### src/rtl/pipeline_scoreboard_pkg.sv
// ============================================================================
// Module   : pipeline_scoreboard_pkg
// Purpose  : Shared latency classes and forward-select encoding for the core.
// Revision : 1.0 - initial release
// ============================================================================
`default_nettype none

package pipeline_scoreboard_pkg;

  localparam int unsigned LAT_ALU     = 1;
  localparam int unsigned LAT_LOAD    = 2;
  localparam int unsigned FWD_REGFILE = 0;

endpackage

`default_nettype wire

### src/rtl/sb_entry.sv
// ============================================================================
// Module   : sb_entry
// Purpose  : Pending/remaining-latency/age tracker for one architectural register.
// Revision : 1.0 - initial release
// ============================================================================
`default_nettype none

module sb_entry
  import pipeline_scoreboard_pkg::*;
#(
  parameter int unsigned DEPTH    = 3,
  parameter int unsigned MAX_LAT  = 4,
  parameter int unsigned KILL_AGE = 1
) (
  input  logic                           clk,
  input  logic                           rst_n,
  input  logic                           set,
  input  logic                           redirect,
  input  logic [$clog2(MAX_LAT+1)-1:0]   lat,
  output logic                           pending,
  output logic [$clog2(MAX_LAT+1)-1:0]   remain,
  output logic [$clog2(DEPTH+1)-1:0]     age
);

  localparam int unsigned RW = $clog2(MAX_LAT + 1);
  localparam int unsigned AW = $clog2(DEPTH + 1);

  logic          r_pending;
  logic [RW-1:0] r_remain;
  logic [AW-1:0] r_age;
  logic [RW-1:0] w_lat_eff;
  logic          w_kill;
  logic          w_expire;

  // A zero latency is meaningless for a producer; fold it onto the ALU class.
  assign w_lat_eff = (lat == '0) ? RW'(LAT_ALU) : lat;
  assign w_kill    = redirect && (32'(r_age) < KILL_AGE);
  assign w_expire  = 32'(r_age) >= DEPTH;

  always_ff @(posedge clk) begin
    if (!rst_n) begin
      r_pending <= 1'b0;
      r_remain  <= '0;
      r_age     <= '0;
    end else if (set) begin
      r_pending <= 1'b1;
      r_remain  <= w_lat_eff - RW'(1);
      r_age     <= AW'(1);
    end else if (r_pending) begin
      if (w_kill || w_expire) begin
        r_pending <= 1'b0;
        r_remain  <= '0;
        r_age     <= '0;
      end else begin
        r_age <= r_age + AW'(1);
        if (r_remain != '0) begin
          r_remain <= r_remain - RW'(1);
        end
      end
    end
  end

  assign pending = r_pending;
  assign remain  = r_remain;
  assign age     = r_age;

endmodule

`default_nettype wire

### src/rtl/pipeline_scoreboard.sv
// ============================================================================
// Module   : pipeline_scoreboard
// Purpose  : Issue-stage hazard scoreboard producing stall and forward selects.
// Revision : 1.0 - initial release
// ============================================================================
`default_nettype none

module pipeline_scoreboard
  import pipeline_scoreboard_pkg::*;
#(
  parameter int unsigned NUM_REGS = 32,
  parameter int unsigned DEPTH    = 3,
  parameter int unsigned MAX_LAT  = 4,
  parameter int unsigned KILL_AGE = 1
) (
  input  logic                          clk,
  input  logic                          rst_n,
  input  logic                          issue_valid,
  input  logic                          issue_rd_we,
  input  logic [$clog2(NUM_REGS)-1:0]   issue_rd,
  input  logic [$clog2(MAX_LAT+1)-1:0]  issue_lat,
  input  logic [$clog2(NUM_REGS)-1:0]   issue_rs1,
  input  logic [$clog2(NUM_REGS)-1:0]   issue_rs2,
  input  logic                          uses_rs1,
  input  logic                          uses_rs2,
  input  logic                          redirect,
  output logic                          stall,
  output logic [$clog2(DEPTH+1)-1:0]    fwd_sel_rs1,
  output logic [$clog2(DEPTH+1)-1:0]    fwd_sel_rs2,
  output logic                          issue_fire
);

  localparam int unsigned IW = $clog2(NUM_REGS);
  localparam int unsigned RW = $clog2(MAX_LAT + 1);
  localparam int unsigned AW = $clog2(DEPTH + 1);

  logic          w_pending [NUM_REGS];
  logic [RW-1:0] w_remain  [NUM_REGS];
  logic [AW-1:0] w_age     [NUM_REGS];

  logic w_rs1_pend, w_rs1_ready, w_rs1_hazard;
  logic w_rs2_pend, w_rs2_ready, w_rs2_hazard;

  // x0 is never written, so its slot is a constant "not pending".
  assign w_pending[0] = 1'b0;
  assign w_remain[0]  = '0;
  assign w_age[0]     = '0;

  generate
    for (genvar i = 1; i < NUM_REGS; i++) begin : g_entry
      sb_entry #(
        .DEPTH    (DEPTH),
        .MAX_LAT  (MAX_LAT),
        .KILL_AGE (KILL_AGE)
      ) u_entry (
        .clk      (clk),
        .rst_n    (rst_n),
        .set      (issue_fire && issue_rd_we && (issue_rd == IW'(i))),
        .redirect (redirect),
        .lat      (issue_lat),
        .pending  (w_pending[i]),
        .remain   (w_remain[i]),
        .age      (w_age[i])
      );
    end
  endgenerate

  always_comb begin
    w_rs1_pend   = w_pending[issue_rs1] && (issue_rs1 != '0);
    w_rs2_pend   = w_pending[issue_rs2] && (issue_rs2 != '0);
    w_rs1_ready  = w_rs1_pend && (w_remain[issue_rs1] == '0);
    w_rs2_ready  = w_rs2_pend && (w_remain[issue_rs2] == '0);
    w_rs1_hazard = uses_rs1 && w_rs1_pend && !w_rs1_ready;
    w_rs2_hazard = uses_rs2 && w_rs2_pend && !w_rs2_ready;

    stall       = issue_valid && (w_rs1_hazard || w_rs2_hazard);
    // Forward distance is the producer's age: the stage it currently sits in.
    fwd_sel_rs1 = w_rs1_ready ? w_age[issue_rs1] : AW'(FWD_REGFILE);
    fwd_sel_rs2 = w_rs2_ready ? w_age[issue_rs2] : AW'(FWD_REGFILE);
    issue_fire  = issue_valid && !stall && !redirect;
  end

endmodule

`default_nettype wire
### config.mk
export PLATFORM = sky130hd
export DESIGN_NAME = pipeline_scoreboard
export DESIGN_NICKNAME = d
export VERILOG_FILES = /design/src/rtl/pipeline_scoreboard_pkg.sv /design/src/rtl/sb_entry.sv /design/src/rtl/pipeline_scoreboard.sv
export SDC_FILE = /design/constraint.sdc
export NUM_CORES = 1
export LEC_CHECK = 0
export ABC_AREA = 1
export BUFFER_PORTS_ARGS = -buffer_cell sky130_fd_sc_hd__buf_2
export CORE_MARGIN = 5
export CORE_UTILIZATION = 30
export DETAILED_ROUTE_END_ITERATION = 10
export SLEW_MARGIN = 20
export SYNTH_ARGS = -nofsm -noshare
export SYNTH_HDL_FRONTEND = slang
export SYNTH_SLANG_ARGS = --single-unit
### constraint.sdc
create_clock -name clk -period 5.4 [get_ports clk]
set_input_delay 0.27 -clock clk [delete_from_list [all_inputs] [get_ports clk]]
set_output_delay 0.27 -clock clk [all_outputs]
set_load 0.01 [all_outputs]
* Word level (Yosys, flattened, before mapping)
Cells that the tools add are included.
Word-level totals: flip-flop bits (word level) 186, bits of input ports 25, output and inout bits 6, word-level logic and storage cells 886
Operators by class: add/sub/neg operators 63, $lt $le $gt $ge 64, equality and inequality tests 31, mux-type cells 331, bitwise gates (word level) 3, reduce and logical (&&, ||, !) cells 270
Operator list (number):
- 3-bit 2-to-1 mux | 129
- 3-bit nonzero test | 62
- 1-bit 2-to-1 mux | 159
- 3-bit by 1-bit subtractor with 3-bit output (second input constant) | 32
- 5-bit equality test (second input constant) | 16
- 1-bit logical AND | 74
- 2-bit 2-to-1 mux | 37
- 2-bit by 1-bit adder with 2-bit output (second input constant) | 31
- 2-bit greater-or-equal comparator (second input constant) | 31
- 2-bit by 1-bit < comparator with 1-bit output (second input constant) | 31
- 2-bit AND reduction | 31
- 2-bit nonzero test | 31
- 2-bit OR reduction | 31
- 5-bit by 4-bit equality test with 1-bit output (second input constant) | 8
- 1-bit logical OR | 32
- 3-bit binary-select mux with 5-bit select | 2
- 2-bit binary-select mux with 5-bit select | 2
- 5-bit by 3-bit equality test with 1-bit output (second input constant) | 4
- 6-bit greater-or-equal comparator (second input constant) | 2
- 5-bit NOT with 6-bit output | 2
- 1-bit binary-select mux with 5-bit select | 2
- 5-bit by 2-bit equality test with 1-bit output (second input constant) | 2
- 5-bit nonzero test | 2
- 3-bit zero test | 3
- 3 further kinds | 6

* Longest topological paths before layout
Gate-level depths: netlist (run 1).
word-level depth 17, mapped depth 20

* Modules after synthesis
From an unflattened synthesis (run 1), not the netlist that was laid out.
Second synthesis, totals: cells, all modules 2631, area total of the unflattened synthesis 16131.7 um2
By module, submodules not included:
- sb_entry | times used 31, cells an instance 62, area each 412.9 um2, seq. area each 120.1 um2
- pipeline_scoreboard | times used 1, cells an instance 709, area each 3331.9 um2, seq. area each 0.0 um2

* Worst setup path before layout (run 1)
OpenSTA, ideal clock, no wires.
path type input-to-output, start input port issue_rs1[1], end output port stall, arrival 1.754 ns, required time 5.130 ns, setup slack 3.376 ns, stages on the path 15, path through buf_4 -> inv_2 -> buf_2 -> o21ai_0 -> nand3_1 -> nand3_1 -> nand2_1 -> inv_1 -> nand2_1 -> nand2_1 -> nand2_1 -> nor2_2 -> nor2_8 -> buf_12 -> nor2_1
On the way: longest elaborated chain between the ends 10
RTL lines:
- start: declaration | RTL line pipeline_scoreboard.sv:22 | input logic [$clog2(NUM_REGS)-1:0] issue_rs1,
- 5-bit NOT with 6-bit output (implied by the code) | RTL line pipeline_scoreboard.sv:69, pipeline_scoreboard.sv:71
- 3-bit binary-select mux with 5-bit select / 1-bit binary-select mux with 5-bit select (equally long branches) | RTL line pipeline_scoreboard.sv:71, pipeline_scoreboard.sv:69
- 3-bit 2-to-1 mux (implied by the code) / 1-bit 2-to-1 mux (equally long branches) (2 in a row) | RTL line pipeline_scoreboard.sv:71, pipeline_scoreboard.sv:69
- 3-bit zero test / 1-bit logical AND (equally long branches) | RTL line pipeline_scoreboard.sv:71, pipeline_scoreboard.sv:69
- 1-bit logical AND | RTL line pipeline_scoreboard.sv:71 | w_rs1_ready = w_rs1_pend && (w_remain[issue_rs1] == '0);
- 1-bit zero test | RTL line pipeline_scoreboard.sv:73 | w_rs1_hazard = uses_rs1 && w_rs1_pend && !w_rs1_ready;
- 1-bit logical AND (*) | RTL line pipeline_scoreboard.sv:73
- 1-bit logical OR (*) | RTL line pipeline_scoreboard.sv:76 | stall = issue_valid && (w_rs1_hazard || w_rs2_hazard);
- 1-bit logical AND (*) | RTL line pipeline_scoreboard.sv:76
- end: declaration | RTL line pipeline_scoreboard.sv:27 | output logic stall,
Mark *: on every way between the ends. The rest lies on a longest branch, timed or not. The select of a mux whose other input is x is not followed.

* Worst setup path after layout (run 1)
Same ends and word-level chain as after synthesis.

==> results of run 1 <==
-- how the worst min path moves through the flow --
stage | start | endpoint | slack [ns] | cells past startpoint
floorplan | g_entry[10].u_entry.remain[0] | g_entry[10].u_entry.remain[0] | 0.46 | 2
global placement | g_entry[23].u_entry.remain[0] | g_entry[23].u_entry.remain[0] | 0.47 | 2
detailed placement | g_entry[17].u_entry.remain[0] | g_entry[17].u_entry.remain[0] | 0.48 | 2
CTS | issue_rd_we | g_entry[13].u_entry.age[0] | 0.33 | 3
global route | issue_rd_we | g_entry[13].u_entry.age[0] | 0.35 | 3
finish | rst_n | g_entry[31].u_entry.remain[2] | 0.33 | 3
-- final cells by class --
class	count	share of cell area (%)
flip-flops and latches	186	23.4
repair buffers	51	2.03
diodes	1	0.0158
clock inverters	9	0.851
well taps	622	4.90
inverters	280	6.65
clock buffers	23	3.20
multi-input cells	1716	58.9
-- stage by stage --
step / worst slack, ns / area [sq um] / util, % / hold slack, ns / instances
finish: 1.76 / 15900 / 32.6 / 0.327 / 2888
global route: 1.54 / 15900 / 32.6 / 0.350 / 2888
CTS: 1.89 / 15900 / 32.6 / 0.329 / 2887
detailed placement: 1.72 / 15200 / 31.3 / 0.477 / 2855
global placement: 1.77 / 15200 / 31.3 / 0.471 / 2855
floorplan: 3.38 / 14700 / - / 0.464 / 2281
-- power groups by stage --
stage	combinational (mW)	clock, mW	sequential, mW
2_1_floorplan	0.307	0	1.41
3_3_place_gp	0.447	0	1.41
3_5_place_dp	0.447	0	1.41
4_1_cts	0.449	1.43	1.38
5_1_grt	0.491	1.48	1.38
6_report	0.462	1.41	1.38
-- cell usage after synthesis (all sizes together) --
library cell | instances | area [sq um]
nand2 | 625 | 2350
nand3 | 326 | 1630
a21oi | 287 | 1440
inv | 279 | 1050
dfxtp | 186 | 3720
ha | 125 | 1560
nor2 | 119 | 485
o21ai | 116 | 581
buf | 55 | 390
clkbuf | 44 | 165
nand4 | 36 | 673
o22ai | 25 | 156
xor2 | 13 | 114
o221ai | 12 | 105
a31oi | 7 | 43.8
o211ai | 6 | 45.0
o21a | 5 | 37.5
a211oi | 3 | 22.5
a221oi | 2 | 17.5
o311ai | 2 | 17.5
a22oi | 1 | 7.51
clkinv | 1 | 3.75
nand3b | 1 | 7.51
nor3 | 1 | 5.00
nor4 | 1 | 6.26
o211a | 1 | 10.0
o21bai | 1 | 7.51
xnor2 | 1 | 8.76
-- worst register-to-register path: stages (launching register included) --
cell and delay (ns):
dfxtp_1 0.34, nor2_1 0.20, nand2_1 0.11, nand2_1 0.08, nand3_1 0.13, nand3_1 0.13, nand3_1 0.09, nand2_1 0.08
nand2_1 0.06, nand2_2 0.08, nor2_2 0.06, nor2_8 0.75, buf_12 0.28, nand4_4 0.16, nand2_1 0.12, nand2_1 0.07
a21oi_1 0.13
-- cells by family (layout without fill, tap and decap cells) --
logic type,after synthesis,count (layout)
other,0,1
AOI/OAI and AO/OA,468,468
and+or+nand+nor,1109,1109
adders and majority gates,125,125
buffers and inverters,379,363
DFF,186,186
xor gates and xnor gates,14,14
-- routing by layer --
layer,GRT usage [%],share of wire [%],up-vias
li1,-,-,7504
met1,27.3,45,7245
met2,29.1,43,717
met3,3.23,9.0,117
met4,5.91,3.2,2
met5,0,0.038,-
-- sequential cells by signal (all words and copies together) (netlist names) --
| register | cells |
|---|---|
| g_entry.u_entry.age | 62 |
| g_entry.u_entry.remain | 93 |
| g_entry.u_entry.pending | 31 |
==> impl_metrics.tcl, run 1 <==
set metrics [dict create \
    cts_root_buf "clkbuf_16" \
    slowest_delay_ns 0.73 \
    ys_seq_elements 186 \
    layout_common_cells "nand2_1 (623), nand3_1 (326), a21oi_1 (287)" \
    synth_cells 2281 \
    switchingPower_mw 0.962 \
    syn_avg_cell_area_sq_um 6.43 \
    overflow 0 \
    startpoint "issue_rs1[1]" \
    cp.depth 15 \
    ant_nets 0 \
    grt_pass1_vias 14215 \
    holdBufCountCts 0 \
    die_h_um 231 \
    fin_skew_ns 0.0188 \
    hold_path_class "in -> reg" \
    crit_top_cell "nand2_1" \
    hold_violations 0 \
    ios 31 \
    yosys_warnings 0 \
    critPathMaxFanout 27 \
    syn_nets 2431 \
    synth_cell_type_count 40 \
    power.density_mw_per_mm2 205 \
    cp.arrival_ns 3.37 \
    dpl.hpwl_um 37100 \
    cts_num_sinks 186 \
    placeableCoreArea_sq_mm 0.0486 \
    drtIter0Drc 1759 \
    p_int_mw 2.29 \
    seqCellArea_sq_mm 0.00372 \
    grt_use_total_pct 19.0 \
    start_util_pct 30.1 \
    drive_gt1_share_pct 5.92 \
    tns_ns 0 \
    power_mw 3.25 \
    place.gp.congestion 0.980 \
    fp-row-count 81 \
    synth_top_family_by_area "simple AND/OR/NAND/NOR gates" \
    finalCritPeriodShare_pct 67.5 \
    viasPerCell 5.40 \
    synthAdderAreaFrac_pct 10.7 \
    synth_compound_area_share_pct 17.0 \
    grt_pass1_wl_um 80800 \
    syn_area_sq_mm 0.0147 \
    cts_buffers 17 \
    post_cts_buffers 0 \
    remaining_drc_errors 0 \
    cts_max_level 4 \
    drt_first_pass_iters 6 \
    setup_viol 0 \
    multi_input_area_sq_mm 0.00935 \
    fillers 5306 \
    worstMarginPinSlew_ns 1.01 \
    cts.clk_slew.worst_paths_ns 0.07 \
    path_buf_inv 4 \
    wl_per_cell_um 18.1 \
    cts_buffer_depth 2 \
    synthSimpleGateAreaFrac_pct 35.2 \
    switching_share_pct 29.6 \
    r2r-start "g_entry[21].u_entry.remain[2]" \
    worstSetupStartpointType "input port" \
    num_vias 15585 \
    vdd_drop_max_mv 0.228 \
    fp.dieW_um 231 \
    antenna_found_initial 2 \
    cpLargestDelayFamily "simple AND/OR/NAND/NOR gates" \
    r2r-end "g_entry[29].u_entry.remain[2]" \
    worstPathRequired_ns 5.13 \
    synth_xor_area_share_pct 0.836 \
    status "finished clean" \
    worst-setup-path-type "in -> out" \
    ff2ff_setup_slack_ns 2.44 \
    die-area_sq_mm 0.0534 \
    yosysSeqAreaShare_pct 25.4 \
    synth_mux_area_share_pct 0 \
    rr_worst_depth 16 \
    end_kind "output port" \
    worst_path_max_delay_cell "nor2_8" \
    final_common_cell "nand2_1" \
    crit_chain "buf_2, inv_2, nand2_1, o21ai_0, nor2_1, nand3_1, nand2_1, inv_1, nand2_1, nand2_1, nand2_1, nor2_2, nor2_8, nor2_1, buf_2" \
    postRouteWirelength_um 52300 \
    syn_to_final_growth_pct 8.29 \
    fin_nets 2402 \
    finalCriticalPeriod_ns 3.64 \
    clock_latency_ns 0.48 \
    critPathCapture "stall" \
    maxCapViolations 0 \
    cts_resized 0 \
    fmax_mhz 274 \
    worst_slew_margin_rel_pct 32.4 \
    pwr-share-seq_pct 42.5 \
    leakage_nw 6.48 \
    grt_max_degree 75 \
    rsz0062_at_grt "no" \
    combPwrFrac_pct 14.2 \
    maxSlewViolCount 0 \
    p_clk_share_pct 43.3 \
    portBuffers 30 \
    cts_tree "done" \
]
(Power assumes the default switching activity.)
==> run 2: changes to the inputs <==
- clock period: 5.4 -> 3.58 ns (I/O delays scaled with it)
==> run 2 against run 1 <==
Effect of this change:
- die area is the same
- via count down 0.17%
- global-route usage is 0.26 points higher
- sequential power increased by 51%
- flip-flop and latch count is the same
- register-to-register slack worse by 1.5 ns
- combinational power up 57%
==> impl_metrics.tcl, run 2 (synthesized netlist as in run 1, its figures left out) <==
set metrics [dict create \
    rsz0062_at_grt "no" \
    seqCellArea_sq_mm 0.00372 \
    maxCapViolations 0 \
    clock_latency_ns 0.47 \
    worstSetupStartpointType "input port" \
    ios 31 \
    end_kind "output port" \
    post_cts_buffers 0 \
    die_h_um 231 \
    portBuffers 30 \
    worst_slew_margin_rel_pct 29.3 \
    design_area_sq_mm 0.0160 \
    worst-setup-path-type "in -> out" \
    worst_slack_ns 0.501 \
    leakage_nw 6.53 \
    antenna_found_initial 1 \
    hold_path_class "in -> reg" \
    cts.clk_slew.worst_paths_ns 0.07 \
    start_util_pct 30.1 \
    overflow 0 \
    tns_ns 0 \
    fp-row-count 81 \
    syn_to_final_growth_pct 8.96 \
    fillers 5346 \
    layout_common_cells "nand2_1 (623), nand3_1 (326), a21oi_1 (287)" \
    die-area_sq_mm 0.0534 \
    cts_max_level 4 \
    dp_slack_ns 0.527 \
    grt_pass1_wl_um 82000 \
    worstPathRequired_ns 3.40 \
    num_vias 15558 \
    cts_buffer_depth 2 \
    postRouteWirelength_um 52900 \
    final_common_cell "nand2_1" \
    viasPerCell 5.37 \
    vdd_drop_max_mv 0.352 \
    cts_root_buf "clkbuf_16" \
    holdBufCountCts 0 \
    n_antenna_cell 0 \
    power.density_mw_per_mm2 305 \
    placed_cell_area_sq_mm 0.0154 \
    hold_violations 0 \
    cts_resized 0 \
    setup_viol 0 \
    fin_nets 2412 \
    grt_max_degree 83 \
    fin_skew_ns 0.0141 \
    maxSlewViolCount 0 \
    largest_reg_flops 93 \
    placeableCoreArea_sq_mm 0.0486 \
    fmax_mhz 325 \
    cts_tree "done" \
    fp.dieW_um 231 \
    drtIter0Drc 1560 \
    wl_per_cell_um 18.3 \
    multi_input_area_sq_mm 0.00935 \
    status "finished clean" \
    finalCriticalPeriod_ns 3.08 \
    cp.arrival_ns 2.90 \
    cts_buffers 17 \
    remaining_drc_errors 0 \
    critPathMaxFanout 16 \
    place.gp.congestion 0.937 \
    dpl.hpwl_um 37800 \
    drive_gt1_share_pct 6.29 \
    cts_num_sinks 186 \
    finalCritPeriodShare_pct 86.0 \
    grt_use_total_pct 19.3 \
    drt_first_pass_iters 6 \
    worstMarginPinSlew_ns 1.06 \
    ant_nets 0 \
    grt_pass1_vias 14372 \
]
-- run 2: cell count changes in the layout (fill, tap and decap cells not counted), sizes merged --
cell | previous run | this run
buf | 51 | 61
clkbuf | 23 | 18
inv | 280 | 283
clkinv | 3 | 4
diode | 1 | 0
-- run 2: final timing paths --
kind / end / depth (start not counted) / startpoint / slack (ns)
worst max-delay path: fwd_sel_rs2[0] / 9 / issue_rs2[0] / 0.50
worst min register to register: g_entry[18].u_entry.remain[1] / 2 / g_entry[18].u_entry.remain[1] / 0.49
worst min-delay path: g_entry[23].u_entry.remain[2] / 3 / rst_n / 0.25
worst max register to register: g_entry[19].u_entry.remain[1] / 16 / g_entry[21].u_entry.remain[2] / 0.93
-- run 2: cell type report --
cell class	instances	area share, %
tap	622	4.87
clock buffer	18	2.75
sequential	186	23.3
multi-input combinational	1716	58.5
timing repair buffer	61	2.88
inverter	280	6.61
clock inverter	13	1.04
-- run 2: metal layers --
metal / GRT usage (%) / part of all wire (%) / vias to the layer above / routed length, um
li1: - / - / 7528 / -
met1: 27.2 / 46 / 7285 / 24100
met2: 29.4 / 43 / 648 / 22900
met3: 4.03 / 8.3 / 95 / 4380
met4: 6.30 / 2.9 / 2 / 1560
met5: 0 / 0.025 / - / 13
-- run 2: power breakdown --
group	leakage [nW]	total [mW]	internal, mW	switching (mW)
logic	4.74	0.724	0.181	0.543
registers	1.50	2.08	2.07	0.00853
clock network	0.289	2.06	1.12	0.940
-- run 2: through the flow --
stage	cells	hold WS (ns)	util, %	total power [mW]
2_1_floorplan	2281	0.426	-	2.59
4_1_cts	2896	0.254	32.8	4.88
3_5_place_dp	2865	0.479	31.6	2.83
6_report	2896	0.248	32.8	4.87
3_3_place_gp	2865	0.472	31.6	2.83
5_1_grt	2896	0.292	32.8	5.02
-- run 2: worst max-delay path, stage by stage --
cell      delay [ns]
buf_2           0.36
buf_4           0.31
nor2_2          0.15
inv_1           0.46
nor2_1          0.08
o311ai_0        0.48
a31oi_1         0.20
nor3_1          0.42
buf_2           0.23
==> run 3: changes to the inputs <==
- ABC_AREA: 1 -> unset
==> run 3 against run 2 <==
Effect of this change:
- core utilization up 0.36 points
- global-route usage down 3.3 points
- area after synthesis down 6.2%
- synthesized cell count down 28%
- flip-flop and latch count unchanged
- critical path depth unchanged
- maximum frequency down 9.7%
- largest power group unchanged
==> impl_metrics.tcl, run 3 <==
set metrics [dict create \
    drtIter0Drc 1063 \
    fillers 4665 \
    ant_nets 0 \
    path_buf_inv 2 \
    syn_to_final_growth_pct 9.55 \
    cts_buffer_depth 2 \
    syn_area_sq_mm 0.0138 \
    worst_slew_margin_rel_pct 24.0 \
    worstSetupStartpointType "flip-flop" \
    synth_mux_area_share_pct 19.7 \
    fin_nets 1781 \
    largest_reg_flops 93 \
    synthMostInstantiatedCell "nand2_1" \
    die_h_um 224 \
    tns_ns 0 \
    crit_top_cell "nor3_1" \
    ios 31 \
    worstMarginPinSlew_ns 1.14 \
    status "finished clean" \
    hold_violations 0 \
    cts_buffers 17 \
    seqCellArea_sq_mm 0.00372 \
    grt_pass1_vias 11375 \
    antenna_found_initial 4 \
    cp.depth 9 \
    worst_path_max_delay_cell "nor3_1" \
    num_vias 11916 \
    fin_hold_ws_ns 0.155 \
    critPathMaxFanout 12 \
    end_kind "output port" \
    place.gp.congestion 0.951 \
    synth_top_area_cell "dfxtp_1" \
    start_util_pct 30.3 \
    cts_tree "done" \
    synth-edff-count 0 \
    finalCritPeriodShare_pct 95.3 \
    wl_per_cell_um 18.1 \
    power.density_mw_per_mm2 287 \
    syn_avg_cell_area_sq_um 8.42 \
    layout_common_cells "nand2_1 (271), dfxtp_1 (186), inv_1 (154)" \
    vdd_drop_max_mv 0.309 \
    synth_compound_area_share_pct 14.3 \
    setup_viol 0 \
    synth_xor_area_share_pct 0.0637 \
    crit_chain "nor3_1, mux2i_1, o32ai_1, or4_1, o22ai_1, and3b_2, buf_4, nor3_1, buf_2" \
    cts_max_level 4 \
    synth_cell_type_count 59 \
    syn_nets 1783 \
    hold_path_depth 2 \
    maxSlewViolCount 0 \
    postRouteWirelength_um 40500 \
    fp-row-count 78 \
    drt_first_pass_iters 6 \
    yosys-top-cells-count "nand2_1 (271), dfxtp_1 (186), inv_1 (155)" \
    synth_cells 1633 \
    final_common_cell "nand2_1" \
    rr_worst_depth 10 \
    yosysSeqAreaShare_pct 27.1 \
    cp.arrival_ns 3.23 \
    dpl.hpwl_um 29800 \
    placeableCoreArea_sq_mm 0.0454 \
    overflow 0 \
    synth_top_area_share_pct 27.1 \
    cpLargestDelayFamily "simple AND/OR/NAND/NOR gates" \
    hold_path_class "in -> reg" \
    remaining_drc_errors 0 \
    synth_ff_type "dfxtp_1" \
    grt_max_degree 81 \
    synthArstFlopShare_pct 0 \
    multi_input_area_sq_mm 0.00896 \
    yosys_warnings 0 \
    synthAdderAreaFrac_pct 11.4 \
    ys_top_cells_by_area "dfxtp_1 (27%), ha_1 (11%), mux2i_1 (9.7%), mux4_2 (9.3%), nand2_1 (7.4%)" \
    synth_top_family_by_area "simple AND/OR/NAND/NOR gates" \
    worst-setup-path-type "reg -> out" \
    fin_skew_ns 0.0121 \
    cts_root_buf "clkbuf_16" \
    synthSimpleGateAreaFrac_pct 19.7 \
    drive_gt1_share_pct 11.9 \
    clock_latency_ns 0.45 \
    ff2ff_setup_slack_ns 0.42 \
    rsz0062_at_grt "no" \
    cts.clk_slew.worst_paths_ns 0.07 \
    maxCapViolations 0 \
    leakage_nw 5.65 \
    holdBufCountCts 0 \
    grt_use_total_pct 15.9 \
    finalCriticalPeriod_ns 3.41 \
    power_mw 4.32 \
    fp.dieW_um 224 \
    worstPathRequired_ns 3.40 \
    ys_seq_elements 186 \
    die-area_sq_mm 0.0502 \
    cts_num_sinks 186 \
    portBuffers 30 \
    grt_pass1_wl_um 63600 \
    slowest_delay_ns 0.48 \
    fmax_mhz 293 \
    viasPerCell 5.31 \
]
-- run 3: changes by cell type in the layout (fill, tap and decap cells not counted), sizes merged, moves of 17 or more --
cell	previous run	this run
o22ai	25	3
nand2	625	271
nor2	119	67
inv	283	155
nand4	36	4
or3	0	17
nand3	326	38
mux4	0	57
nand2b	0	26
o21a	5	34
mux2i	0	134
nor3	1	56
a21oi	287	82
-- run 3: metrics by stage --
| step | setup slack [ns] | instance area, sq um | instances | util (%) |
|---|---|---|---|---|
| floorplan | 0.979 | 13800 | 1633 | - |
| global placement | 0.307 | 14500 | 2212 | 32.0 |
| detailed placement | 0.278 | 14500 | 2212 | 32.0 |
| CTS | 0.115 | 15100 | 2243 | 33.2 |
| global route | 0.0242 | 15100 | 2243 | 33.2 |
| finish | 0.170 | 15100 | 2244 | 33.2 |
-- run 3: path summary, 6_finish.rpt --
| path | to | start |
|---|---|---|
| setup / recovery | issue_fire | g_entry[7].u_entry.remain[2] |
| hold / removal | g_entry[23].u_entry.pending | rst_n |
| setup reg to reg | g_entry[5].u_entry.remain[1] | g_entry[7].u_entry.remain[2] |
| hold reg to reg | g_entry[25].u_entry.pending | g_entry[25].u_entry.pending |
-- run 3: repair_timing --
action | CTS | global route
gates resized for setup | 0 | 1
endpoints found under the hold margin | 0 | 0
setup endpoints to repair | 0 | 1
setup buffers | 0 | 0
-- run 3: kinds of logic after synthesis --
family                     count (synthesis)
and+or+nand+nor                          552
AOI/OAI and AO/OA                        322
buffers and inverters                    249
muxes                                    198
DFF                                      186
adders and majority gates                125
xor gates and xnor gates                   1
-- run 3: power by group --
part	total, mW	switching (mW)	internal (mW)
combinational	0.400	0.273	0.127
sequential	2.08	0.00782	2.07
clock	1.84	0.864	0.975
total	4.32	1.15	3.17
-- run 3: per-layer routing --
| layer | part of all wire [%] | track usage, % |
|---|---|---|
| met1 | 44 | 20.7 |
| met2 | 47 | 27.0 |
| met3 | 6.0 | 2.41 |
| met5 | 0 | 0 |
| met4 | 3.4 | 5.57 |
-- run 3: layout make-up --
cell class | instances | area share (%)
multi-input cells | 1198 | 59.5
repair buffers | 70 | 3.25
flip-flops and latches | 186 | 24.7
inverters | 158 | 3.94
clock buffers | 21 | 2.99
well taps | 600 | 4.98
diodes | 1 | 0.0166
clock inverters | 10 | 0.648
